--- config.mk ---
export PLATFORM = sky130hd
export DESIGN_NAME = branch_predictor
export DESIGN_NICKNAME = d
export VERILOG_FILES = /design/src/rtl/bp_pkg.sv /design/src/rtl/branch_predictor_sat_counter2.sv /design/src/rtl/branch_predictor.sv
export SDC_FILE = /design/constraint.sdc
export NUM_CORES = 1
export LEC_CHECK = 0
export CAP_MARGIN = 20
export CORE_MARGIN = 5
export CORE_UTILIZATION = 30
export CTS_BUF_LIST = sky130_fd_sc_hd__clkbuf_2 sky130_fd_sc_hd__clkbuf_4 sky130_fd_sc_hd__clkbuf_8
export CTS_CLUSTER_DIAMETER = 80
export DETAILED_ROUTE_END_ITERATION = 12
export GPL_TIMING_DRIVEN = 0
export MAX_ROUTING_LAYER = met4
export SLEW_MARGIN = 20
export SYNTH_ARGS = -nofsm -noshare
export SYNTH_HDL_FRONTEND = slang
export SYNTH_SLANG_ARGS = --single-unit
export TNS_END_PERCENT = 100
--- constraint.sdc ---
create_clock -name clk -period 7.5 [get_ports clk]
set_clock_uncertainty 0.2 [all_clocks]
set_input_delay 1.5 -clock clk [delete_from_list [all_inputs] [get_ports clk]]
set_output_delay 1.5 -clock clk [all_outputs]
set_load 0.01 [all_outputs]
--- src/rtl/bp_pkg.sv ---
// Shared branch-prediction definitions: 2-bit counter encodings, EX opcodes
// and default table geometry.
package bp_pkg;

    typedef enum logic [1:0] {
        SNT = 2'b00,
        WNT = 2'b01,
        WT  = 2'b10,
        ST  = 2'b11
    } ctr_e;

    localparam logic [3:0] BRANCH = 4'b0010;
    localparam logic [3:0] ALU_R  = 4'b1100;
    localparam logic [3:0] ALU_I  = 4'b0100;

    localparam int unsigned DEFAULT_INDEX_BITS = 4;

endpackage

--- src/rtl/branch_predictor_sat_counter2.sv ---
// Next-state logic of a 2-bit saturating taken/not-taken counter.
module sat_counter2
    import bp_pkg::*;
(
    input  ctr_e cur_i,
    input  logic taken_i,
    output ctr_e next_c
);

    always_comb begin
        next_c = cur_i;
        unique case (cur_i)
            SNT: next_c = taken_i ? WNT : SNT;
            WNT: next_c = taken_i ? WT  : SNT;
            WT:  next_c = taken_i ? ST  : WNT;
            ST:  next_c = taken_i ? ST  : WT;
            default: next_c = cur_i;
        endcase
    end

endmodule

--- src/rtl/branch_predictor.sv ---
// Direct-mapped BTB with 2-bit counters: combinational lookup at fetch,
// registered training from resolved EX branches, plus saturating statistics.
module branch_predictor
    import bp_pkg::*;
#(
    parameter int unsigned DBITS      = 32,
    parameter int unsigned INDEX_BITS = DEFAULT_INDEX_BITS,
    parameter int unsigned CNT_BITS   = 16
) (
    input  logic                clk,
    input  logic                reset_n,
    input  logic [DBITS-1:0]    if_pc,
    output logic                pred_hit,
    output logic                pred_taken,
    output logic [DBITS-1:0]    pred_target,
    input  logic                upd_valid,
    input  logic [DBITS-1:0]    upd_pc,
    input  logic                upd_taken,
    input  logic [DBITS-1:0]    upd_target,
    input  logic                upd_mispredict,
    output logic [CNT_BITS-1:0] branch_count,
    output logic [CNT_BITS-1:0] mispred_count
);

    localparam int unsigned ENTRIES = 1 << INDEX_BITS;
    localparam int unsigned TAG_W   = DBITS - INDEX_BITS - 2;

    logic [ENTRIES-1:0]    valid_q;
    logic [TAG_W-1:0]      tag_q    [ENTRIES];
    logic [DBITS-1:0]      target_q [ENTRIES];
    ctr_e                  ctr_q    [ENTRIES];
    logic [CNT_BITS-1:0]   branch_count_q, branch_count_d;
    logic [CNT_BITS-1:0]   mispred_count_q, mispred_count_d;

    logic [INDEX_BITS-1:0] if_idx, upd_idx;
    logic [TAG_W-1:0]      if_tag, upd_tag;
    ctr_e                  if_ctr, upd_ctr, upd_ctr_next;
    logic                  upd_hit;
    logic [1:0]            unused_pc_lsbs;

    assign if_idx  = if_pc[INDEX_BITS+1:2];
    assign if_tag  = if_pc[DBITS-1:INDEX_BITS+2];
    assign upd_idx = upd_pc[INDEX_BITS+1:2];
    assign upd_tag = upd_pc[DBITS-1:INDEX_BITS+2];
    assign unused_pc_lsbs = upd_pc[1:0];

    // Lookup reads registered state only; no bypass from a same-cycle update.
    assign if_ctr      = ctr_q[if_idx];
    assign pred_hit    = valid_q[if_idx] && (tag_q[if_idx] == if_tag);
    assign pred_taken  = pred_hit && if_ctr[1];
    assign pred_target = pred_taken ? target_q[if_idx] : if_pc + DBITS'(4);

    assign upd_ctr = ctr_q[upd_idx];
    assign upd_hit = valid_q[upd_idx] && (tag_q[upd_idx] == upd_tag);

    sat_counter2 u_sat_counter2 (
        .cur_i   (upd_ctr),
        .taken_i (upd_taken),
        .next_c  (upd_ctr_next)
    );

    always_comb begin
        branch_count_d  = branch_count_q;
        mispred_count_d = mispred_count_q;
        if (upd_valid) begin
            if (branch_count_q != '1) begin
                branch_count_d = branch_count_q + CNT_BITS'(1);
            end
            if (upd_mispredict && (mispred_count_q != '1)) begin
                mispred_count_d = mispred_count_q + CNT_BITS'(1);
            end
        end
    end

    // Valid bits, counters and statistics are the only reset state.
    always_ff @(posedge clk or negedge reset_n) begin
        if (!reset_n) begin
            valid_q         <= '0;
            branch_count_q  <= '0;
            mispred_count_q <= '0;
            for (int i = 0; i < int'(ENTRIES); i++) begin
                ctr_q[i] <= WNT;
            end
        end else begin
            branch_count_q  <= branch_count_d;
            mispred_count_q <= mispred_count_d;
            if (upd_valid) begin
                if (upd_hit) begin
                    ctr_q[upd_idx] <= upd_ctr_next;
                end else if (upd_taken) begin
                    valid_q[upd_idx] <= 1'b1;
                    ctr_q[upd_idx]   <= WT;
                end
            end
        end
    end

    // A taken update either refreshes a hit (tag unchanged) or allocates.
    always_ff @(posedge clk) begin
        if (upd_valid && upd_taken) begin
            tag_q[upd_idx]    <= upd_tag;
            target_q[upd_idx] <= upd_target;
        end
    end

    assign branch_count  = branch_count_q;
    assign mispred_count = mispred_count_q;

endmodule
==> qor.txt <==
hold_buf cts: 0
Syn Area/Cell: 19.3 sq um
Fin. Hold Viols: 0
wire per inst: 30.8 microns
IO buf count: 156
Worst-Skew Late Latency: 0.88 ns
vias per cell: 5.52
max capacitance violation total: 0
grt total ovfl: 0
initial antenna violation count: 26
share of layout cells above drive strength 1: 0.322
crit share post-route: 0.988
crit path max fanout: 6
clk buf depth: 3
GPL Wtd Cong: 0.944
post-synth net total: 2421
Clock Tree Root: clkbuf_8
Post-Syn Area: 44700 sq um
Setup Viol. Count Final: 0
final critical-path required period: 7.41 ns
crit end category: primary output
cell row count: 141
Peak VDD IR: 168 uV
post-route ant nets: 0
status: complete, no violations
final core utilization: 0.367
largest net degree at the start of global routing: 56
hold slack: 0.280 ns
R2R depth: 9
die area: 157000 sq um
core region area: 148000 sq um
GRT Util Overall: 0.190
pwr dens: 227 nW/um^2
Die Width: 396 microns
drt total wl: 148000 microns
f_max: 0.135 GHz
I/O pins: 167
fin. max-slew vios: 0
1st-pass router iterations: 7
ys async rst share: 0.0794
Least-Margin Pin Slew: 1.04 ns
post-synthesis sequential area ratio: 0.668
Starting Density: 0.302
total number of vias: 26400
Leak Pwr: 18.2 nW
worst path required time: 5.80 ns
clk slew on worst S/H paths: 0.06 ns
vias in the first global route: 26600
setup TNS: 0 ns
number of synthesized flops with an enable pin: 928
total CTS buffers: 164
CTS sink cnt: 1008
Worst slew margin: 0.306
initial DRC count: 3389
kind of critical path: primary input to primary output
synthesized flop and latch total: 1008
Ys Warns: 0
TritonCTS clock tree: yes
worst hold path depth: 1
Worst EP arrival: 5.71 ns
Post-route DRC: 0
Layout area overhead: 21.3%
NumNets Final: 2818
RSZ-0062 raised after global routing: false
Hold WC Path Type: flip-flop to flip-flop
synth unique cells: 65
first-pass GRT wire length: 206000 microns
Cells after Synth: 2317
hpwl dp: 101000 microns
Setup crit start kind: primary input
H-Tree Depth: 4
top_reg_cell synth: edfxtp_1
Die H: 396 microns
## state kept, by name, summed over array words and instances (netlist names)
name / flops
mispred_count: 16
valid_q: 16
ctr_q: 32
tag_q: 416
branch_count: 16
target_q: 512
## cell usage after synthesis, types with 13 or more instances
cell type / number / share of area
mux2_2: 30 / 0.0075
nand3_1: 33 / 0.0037
o22ai_1: 14 / 0.0020
xnor2_1: 88 / 0.017
clkbuf_1: 46 / 0.0039
inv_1: 35 / 0.0029
a21oi_1: 42 / 0.0047
nor2_1: 53 / 0.0044
and3_1: 45 / 0.0063
mux4_2: 355 / 0.18
nor2b_1: 36 / 0.0050
dfrtp_1: 64 / 0.036
xor2_1: 36 / 0.0070
o21ai_0: 23 / 0.0026
a22o_1: 17 / 0.0033
dfstp_2: 16 / 0.0094
buf_2: 59 / 0.0066
buf_1: 13 / 0.0011
a221oi_1: 15 / 0.0029
nand2_1: 50 / 0.0042
a22oi_1: 20 / 0.0034
edfxtp_1: 928 / 0.62
a211oi_1: 13 / 0.0022
mux2i_1: 118 / 0.026
a21o_1: 17 / 0.0029
mux2_4: 29 / 0.0097
nand4_1: 16 / 0.0022
## area by class of cell
cell class / instances / area, sq um
Inverter: 36 / 135
Multi-Input combinational cell: 1132 / 14200
Clock buffer: 212 / 2640
Tap cell: 1930 / 2410
Buffer: 141 / 1110
Sequential cell: 1008 / 29900
Timing Repair Buffer: 231 / 3260
Fill cell: 13600 / 93700
Clock inverter: 73 / 533
Antenna cell: 27 / 67.6
## metrics by stage
stage	std cells	area [sq um]	setup WS, ns	power [mW]
2_1_floorplan	2317	44700	1.19	7.06
4_1_cts	4760	54100	0.00224	12.4
3_3_place_gp	4403	48700	-3.73	7.62
6_report	4790	54300	0.0905	12.3
5_1_grt	4785	54300	0.0391	12.8
3_5_place_dp	4470	50400	-1.51	7.65
## kinds of logic (layout without fill, tap and decap cells)
kind of cell    count (synthesis)  after routing  share of synthesized area
flops                        1008           1008                      0.668
fa+ha+maj                       5              5                    0.00129
xor+xnor                      124            124                     0.0243
compound gates                191            191                     0.0296
other cells                     0             27                          0
simple gates                  277            277                     0.0328
mux                           535            535                      0.224
buf+inv                       177            693                     0.0200
## repair_timing
item | 4_1_cts | 5_1_grt
buffers inserted | 5 | 2
pin swaps | 5 | 4
hold endpoints to repair | 0 | 0
endpoints found under the setup margin | 34 | 28
resized for setup | 146 | 37
## report_power, final
| part | total [mW] | internal [mW] | switching [mW] | leakage (nW) |
|---|---|---|---|---|
| logic | 1.25 | 0.547 | 0.703 | 7.27 |
| clock network | 4.77 | 2.44 | 2.33 | 1.67 |
| registers | 6.33 | 6.26 | 0.0767 | 9.26 |
| total | 12.3 | 9.24 | 3.11 | 18.2 |
## placed cells by master, fill, tap and decap left out, drive strengths merged, types with 23 or more instances in the layout
cell type and instances:
o21ai 23, clkinv 59, dlymetal6s2s 26, dfrtp 64, nor2 53, mux4 358, a21oi 42, buf 169
mux2 59, xnor2 88, clkbuf 258, xor2 36, mux2i 118, nand2 50, edfxtp 928, inv 44
and3 45, diode 27, clkdlybuf4s50 121, nor2b 36, nand3 33
## final timing paths
kind / start / endpoint / slack, ns
min in group asynchronous: reset_n / branch_count[9] / 0.36
worst min register to register: valid_q[8] / valid_q[8] / 0.28
max in group asynchronous: reset_n / ctr_q[8] / 6.08
worst max-delay path: if_pc[14] / pred_target[31] / 0.09
worst min-delay path: valid_q[8] / valid_q[8] / 0.28
worst max register to register: tag_q[6][9] / ctr_q[16] / 3.18
## layer usage
metal | global-route usage | up-vias | wire (microns)
met2 | 0.286 | 1764 | 67200
met4 | 0.0622 | 0 | 4980
li1 | - | 10500 | -
met5 | - | - | 0
met3 | 0.0583 | 342 | 17300
met1 | 0.246 | 13800 | 58300
## worst max-delay path, cell delays in order
cell	delay, ns
dlygate4sd2_1	0.82
inv_1	0.25
nand2_1	0.16
nand2_1	0.06
o21ai_0	0.56
a31oi_2	0.29
or4_1	0.59
or4_4	0.45
buf_8	0.17
mux2_2	0.26
clkdlybuf4s50_1	0.57
Note: power is estimated with default switching activity, not from simulation.
